==> src/rtl/bsg_counter_set_down_max_val_p65_init_val_p0.sv <==
// rtl/bsg_counter_set_down_max_val_p65_init_val_p0.sv - loadable saturating down-counter
// Load clamps to max_val_p, decrement stops at zero; expiry pulse and sticky misuse error.
module bsg_counter_set_down_max_val_p65_init_val_p0 #(
  parameter int max_val_p  = 65,
  parameter int init_val_p = 0,
  localparam int width_lp  = $clog2(max_val_p + 1)
) (
  input  logic                clk_i,
  input  logic                reset_i,
  input  logic                set_i,
  input  logic [width_lp-1:0] val_i,
  input  logic                down_i,
  input  logic                clear_err_i,
  output logic [width_lp-1:0] count_o,
  output logic                zero_o,
  output logic                expire_o,
  output logic                err_o
);

  localparam logic [width_lp-1:0] max_lp  = width_lp'(max_val_p);
  localparam logic [width_lp-1:0] init_lp = width_lp'(init_val_p);

  logic [width_lp-1:0] count_r, count_n;
  logic                expire_r, expire_n;
  logic                err_r, err_n, err_new;

  always_comb begin
    count_n  = count_r;
    expire_n = 1'b0;
    err_new  = 1'b0;
    if (set_i) begin
      // Load has priority; down_i is dropped this cycle and never expires.
      if (val_i > max_lp) begin
        count_n = max_lp;
        err_new = 1'b1;
      end else begin
        count_n = val_i;
      end
    end else if (down_i) begin
      if (count_r != '0) begin
        count_n  = count_r - width_lp'(1);
        expire_n = (count_r == width_lp'(1));
      end else begin
        err_new = 1'b1;
      end
    end
    // A new error beats a simultaneous clear.
    err_n = (err_r & ~clear_err_i) | err_new;
  end

  always_ff @(posedge clk_i or posedge reset_i) begin
    if (reset_i) begin
      count_r  <= init_lp;
      expire_r <= 1'b0;
      err_r    <= 1'b0;
    end else begin
      count_r  <= count_n;
      expire_r <= expire_n;
      err_r    <= err_n;
    end
  end

  assign count_o  = count_r;
  assign zero_o   = (count_r == '0);
  assign expire_o = expire_r;
  assign err_o    = err_r;

endmodule

==> config.mk <==
export PLATFORM = sky130hd
export DESIGN_NAME = bsg_counter_set_down_max_val_p65_init_val_p0
export DESIGN_NICKNAME = d
export VERILOG_FILES = /design/src/rtl/bsg_counter_set_down_max_val_p65_init_val_p0.sv
export SDC_FILE = /design/constraint.sdc
export NUM_CORES = 1
export LEC_CHECK = 0
export ABC_AREA = 1
export BUFFER_PORTS_ARGS = -buffer_cell sky130_fd_sc_hd__buf_2
export CAP_MARGIN = 10
export CORE_MARGIN = 2
export CORE_UTILIZATION = 38
export CTS_BUF_LIST = sky130_fd_sc_hd__clkbuf_8
export CTS_CLUSTER_DIAMETER = 40
export DETAILED_ROUTE_END_ITERATION = 16
export PLACE_DENSITY = 0.65
export SYNTH_ARGS = -nofsm -noshare
export SYNTH_HDL_FRONTEND = slang
export SYNTH_SLANG_ARGS = --single-unit
==> constraint.sdc <==
create_clock -name clk_i -period 1.17 [get_ports clk_i]
set_input_delay 0.1755 -clock clk_i [delete_from_list [all_inputs] [get_ports clk_i]]
set_output_delay 0.1755 -clock clk_i [all_outputs]
set_load 0.03 [all_outputs]
Word level (Yosys, flattened, before mapping)
Cells that the tools add are included.
{"block": "word_totals", "in_bits": 12, "elab_cells": 25, "regBits": 9, "output_inout_bits": 10}
{"block": "classes", "magnitude_cmp": 1, "muxes": 11, "bitwise_logic": 3, "n_reduce_logical": 5, "eq_ne": 1, "n_addsub": 1}
{"cell": "$mux W7", "n": 4}
{"cell": "$eq A7 B1 Y1 const B", "n": 1}
{"cell": "$gt A7 B7 Y1 const B", "n": 1}
{"cell": "$logic_not A7 Y1", "n": 1}
{"cell": "$mux W1", "n": 7}
{"cell": "$reduce_bool A7 Y1", "n": 1}
{"cell": "$sub A7 B1 Y7 const B", "n": 1}
{"cell": "$reduce_bool A2 Y1", "n": 2}
{"cell": "$reduce_and A2 Y1", "n": 1}
{"cell": "$and A1 B1 Y1", "n": 1}
{"cell": "$not A1 Y1", "n": 1}
{"cell": "$or A1 B1 Y1", "n": 1}

Logic depth before layout (Yosys ltp)
{"block": "logic_depth", "ltp_word": 5, "ltp_mapped": 10, "depth_no_buf": 10}

Least setup slack after synthesis
No wires, ideal clock.
{"block": "synth_path", "path_type": "flip-flop to flip-flop", "start": "register count_r[0], in the netlist count_o[0]", "end": "register err_r, in the netlist err_o", "arrival_time_ps": 1544, "stages_incl_launch_ff": 7, "path_buffers": 0, "synth_period_minus_slack_ps": 1631, "setup_ps": 87, "required_ps": 1083, "slack_ps": -461, "cell_sequence": "dfrtp_1 inv_1 ha_1 nand2_1 nor2_1 nand3_1 o211ai_1"}
{"block": "synth_via", "elab_chain_len": 5}
{"element": "start, declared", "line_no": "23", "text": "logic [width_lp-1:0] count_r, count_n;"}
{"element": "start signal, assigned", "line_no": "53", "text": "count_r <= init_lp;"}
{"element": "start signal, assigned", "line_no": "57", "text": "count_r <= count_n;"}
{"element": "$reduce_bool A7 Y1", "line_no": "40", "text": "if (count_r != '0) begin"}
{"element": "$mux W1", "line_no": "40"}
{"element": "$mux W1", "line_no": "39", "text": "end else if (down_i) begin"}
{"element": "$mux W1", "line_no": "31", "text": "if (set_i) begin"}
{"element": "$or A1 B1 Y1", "line_no": "48", "text": "err_n = (err_r & ~clear_err_i) | err_new;"}
{"element": "net err_n", "line_no": "25", "text": "logic err_r, err_n, err_new;"}
{"element": "end signal, assigned", "line_no": "59", "text": "err_r <= err_n;"}
{"element": "end, declared", "line_no": "25"}
The timed path passes the listed nets, and every way through them passes these cells.
A chain may end at the register's enable or synchronous reset.

Worst setup path after layout
{"block": "layout_path", "start": "register count_r[1], in the netlist count_o[1]", "end": "output port zero_o"}
{"block": "layout_via", "elab_chain_len": 1}
{"element": "$logic_not A7 Y1", "line_no": "64", "text": "assign zero_o = (count_r == '0);"}
{"element": "end, declared", "line_no": "15", "text": "output logic zero_o,"}
No other way between the ends.

==> results_tabular.tex <==
\begin{tabular}{lr}
\hline
Metric & Value \\
\hline
\multicolumn{2}{l}{\textbf{Run status}} \\
\quad Status & finished with violations \\
\quad Violations in the final reports & negative setup slack \\
\multicolumn{2}{l}{\textbf{Critical path}} \\
\quad Worst path max stage delay & 0.42 ns \\
\quad Critical path fanouts, max & 3 \\
\quad Element type at the critical path start & flip-flop \\
\quad Worst EP required & 0.99 ns \\
\quad CP Data Arrival Time & 1.16 ns \\
\quad Critical path class & flip-flop to primary output \\
\quad Crit-path leading delay family & flip-flops \\
\quad Crit-path cells & inv\_4 -> ha\_4 -> nand2\_4 -> nor2\_4 -> buf\_6 \\
\quad Buf+Inv Stages, Crit Path & 2 \\
\quad Type of destination of the critical path & primary output \\
\quad Slowest stage cell on the critical path & dfrtp\_2 \\
\multicolumn{2}{l}{\textbf{Timing}} \\
\quad Worst path setup slack after routing & -0.162 ns \\
\quad Finish-stage setup viols & 9 \\
\quad Slew headroom & 75.9\% \\
\quad Setup Skew & 0.00352 ns \\
\quad Worst-Margin Slew & 0.360 ns \\
\quad Fin crit period & 1.33 ns \\
\quad Portion of the clock cycle consumed by the worst path in the final layout & 114\% \\
\quad Sum of negative setup slack & -1.04 ns \\
\quad Hold slack & 0.157 ns \\
\quad Final slew viol count & 0 \\
\quad Max Clk Rate & 0.751 GHz \\
\quad Final count of hold timing violations & 0 \\
\quad Unrepaired setup endpoints after global routing & true \\
\multicolumn{2}{l}{\textbf{Synth}} \\
\quad Cell variety after synth & 21 \\
\quad Parity-gate share of the synthesized area counting xor and xnor cells & 1.25\% \\
\quad Sequential-to-total area share from yosys stat & 32.0\% \\
\quad Share of synthesized flip-flops with an asynchronous set or reset & 100\% \\
\quad Post-synthesis cell area & 703 sq um \\
\quad Syn\_nets & 117 \\
\quad Post-synthesis simple-gate area fraction & 42.2\% \\
\quad Mux contribution to synthesized area & 0\% \\
\quad Ys flop type & dfrtp\_1 \\
\quad Number of enable flip-flop cells after synthesis & 0 \\
\quad Syn Inst Count & 102 \\
\quad Syn avg cell area & 6.89 sq um \\
\quad Adder-cell area share of the yosys netlist & 5.34\% \\
\quad Flop and latch count out of synthesis & 9 \\
\quad Warnings, synthesis & 0 \\
\quad Combinational family with the most area after synthesis & simple AND/OR/NAND/NOR gates \\
\quad Area fraction in compound gates after synthesis & 9.07\% \\
\multicolumn{2}{l}{\textbf{GRT}} \\
\quad Wire length of the first global-routing pass & 3.31 mm \\
\quad Initial antenna violation count & 0 \\
\quad Maximum number of pins on one net before global-route repair & 10 \\
\quad Total grt overflow & 0 \\
\quad Number of global-route vias before repair & 736 \\
\quad Total Routing Usage GR & 22.2\% \\
\multicolumn{2}{l}{\textbf{Place}} \\
\quad DPL Wire Length & 1.45 mm \\
\quad Placer congestion estimate & 0.826 \\
\quad Buffers on Ports & 21 \\
\multicolumn{2}{l}{\textbf{Drt}} \\
\quad Number of nets with antenna violations after routing & 0 \\
\quad Routed wirelength normalized by instance count & 12.4 microns \\
\quad DRC violations left & 0 \\
\quad Number of search-and-repair iterations in the first detailed-routing pass & 4 \\
\quad Violation count after the first detailed-routing iteration & 12 \\
\quad Routed via count divided by cell count & 4.77 \\
\quad Total wirelength of the detailed-routed design & 2.10 mm \\
\quad Count of vias placed by the detailed router & 806 \\
\multicolumn{2}{l}{\textbf{Floorplanning}} \\
\quad Die area & 2210 sq um \\
\quad Overall die width & 47.0 microns \\
\quad Number of primary I/O pins & 22 \\
\quad Initial Util & 40.7\% \\
\quad Die Ht & 47.0 microns \\
\quad CORE AREA & 1730 sq um \\
\quad Floorplan row count & 15 \\
\multicolumn{2}{l}{\textbf{Power}} \\
\quad Peak VDD IR & 0.000779 V \\
\quad Leakage dissipation & 0.592 nW \\
\quad Pwr per Cell Area & 1500 nW/um\^{}2 \\
\multicolumn{2}{l}{\textbf{Finish}} \\
\quad Total inserted antenna cells & 0 \\
\quad Layout overhead on the synthesized area & 60.9\% \\
\quad Layout cell share with drive strength beyond 1 & 54.2\% \\
\quad Fill cell count & 153 \\
\quad Final design utilization & 65.5\% \\
\quad Total Nets Final & 160 \\
\multicolumn{2}{l}{\textbf{Clocking}} \\
\quad Clock buffers created by TritonCTS & 3 \\
\quad Clock transition at path regs & 0.05 ns \\
\quad Maximum buffer depth of the clock tree & 2 \\
\quad Htree depth & 1 \\
\quad Worst-skew pair later-pin latency & 0.23 ns \\
\quad Clock tree from TritonCTS & done \\
\quad Clk sinks & 9 \\
\quad Root buffer cell & clkbuf\_8 \\
\multicolumn{2}{l}{\textbf{Worst hold path}} \\
\quad Class of the tightest hold or removal check & input port to flip-flop \\
\multicolumn{2}{l}{\textbf{Run}} \\
\quad Max-cap check violation count & 0 \\
\hline
\end{tabular}
cell usage after synthesis, types with 2 or more instances:
cell type	n	area, sq um
nand3_1	11	55.1
clkinv_2	2	10.0
nand4_1	2	12.5
nand3b_1	2	15.0
ha_1	3	37.5
dfrtp_1	9	225
o21ai_0	5	25.0
o21ai_2	3	26.3
inv_1	14	52.6
nor2_1	10	37.5
nand2_2	3	18.8
nand2_1	29	109
logic make-up after synthesis:
family,count (synthesis)
AO/OA/AOI/OAI,10
XOR/XNOR,1
adder cells (fa/ha/maj),3
buffers and inverters,18
flip-flops,9
AND/OR/NAND/NOR,61
routing by layer:
metal	global-route usage [%]	wire length, microns	part of all wire, %
met1	29.9	977	47
met2	35.6	1020	48
met3	1.15	74	3.5
met4	11.7	29	1.4
met5	0	0	0
where the power goes:
group / total, mW / internal [mW] / switching [mW]
Sequential: 0.435 / 0.374 / 0.0603
Combinational: 0.913 / 0.388 / 0.525
Clock: 0.351 / 0.229 / 0.123
flip-flops by register name, indices dropped and copies added (netlist names):
signal,cells
count_o,7
err_o,1
expire_o,1
path summary, 6_finish.rpt:
path	from	endpoint	slack, ns	cells past startpoint
max in group asynchronous	reset_i	count_o[5]	0.43	3
max reg2reg	count_o[1]	count_o[1]	-0.15	9
min in group asynchronous	reset_i	count_o[1]	0.45	3
min	clear_err_i	err_o	0.16	2
max	count_o[1]	zero_o	-0.16	5
min reg2reg	err_o	err_o	0.58	2
timing repair:
action / CTS / global route
resized for setup: 10 / 11
setup endpoints to repair: 8 / 11
hold buffers: 1 / 0
hold endpoints to repair: 9 / 0
pin swaps: 3 / 1
gates cloned: 1 / 0
buffers inserted: 4 / 0
layout by cell type (no fill, tap or decap), drive strengths merged:
cell type	instances
ha	3
dlygate4sd3	1
o211ai	1
dfrtp	9
o21ai	8
nand3	11
inv	16
nor2	12
nand2	35
nand3b	2
xnor2	1
nand4	2
clkinv	2
buf	37
a21oi	1
clkbuf	3
per-stage QoR:
| step | worst slack (ns) | std cells | total power, mW | cell area (sq um) |
|---|---|---|---|---|
| finish | -0.162 | 169 | 1.70 | 1130 |
| global route | -0.208 | 169 | 1.81 | 1130 |
| CTS | -0.165 | 169 | 1.64 | 1100 |
| detailed placement | -0.115 | 159 | 1.19 | 968 |
| global placement | -0.0657 | 159 | 1.18 | 968 |
| floorplan | -0.140 | 102 | 0.909 | 747 |
layout make-up:
class | count | area, sq um | share of cell area [%]
Inverter | 17 | 71.3 | 6.31
Multi-Input combinational cell | 76 | 499 | 44.1
Timing Repair Buffer | 38 | 250 | 22.1
Sequential cell | 9 | 234 | 20.7
Clock buffer | 3 | 41.3 | 3.65
Clock inverter | 1 | 3.75 | 0.332
Tap cell | 25 | 31.3 | 2.77
Power figures use the tool's default switching activity.
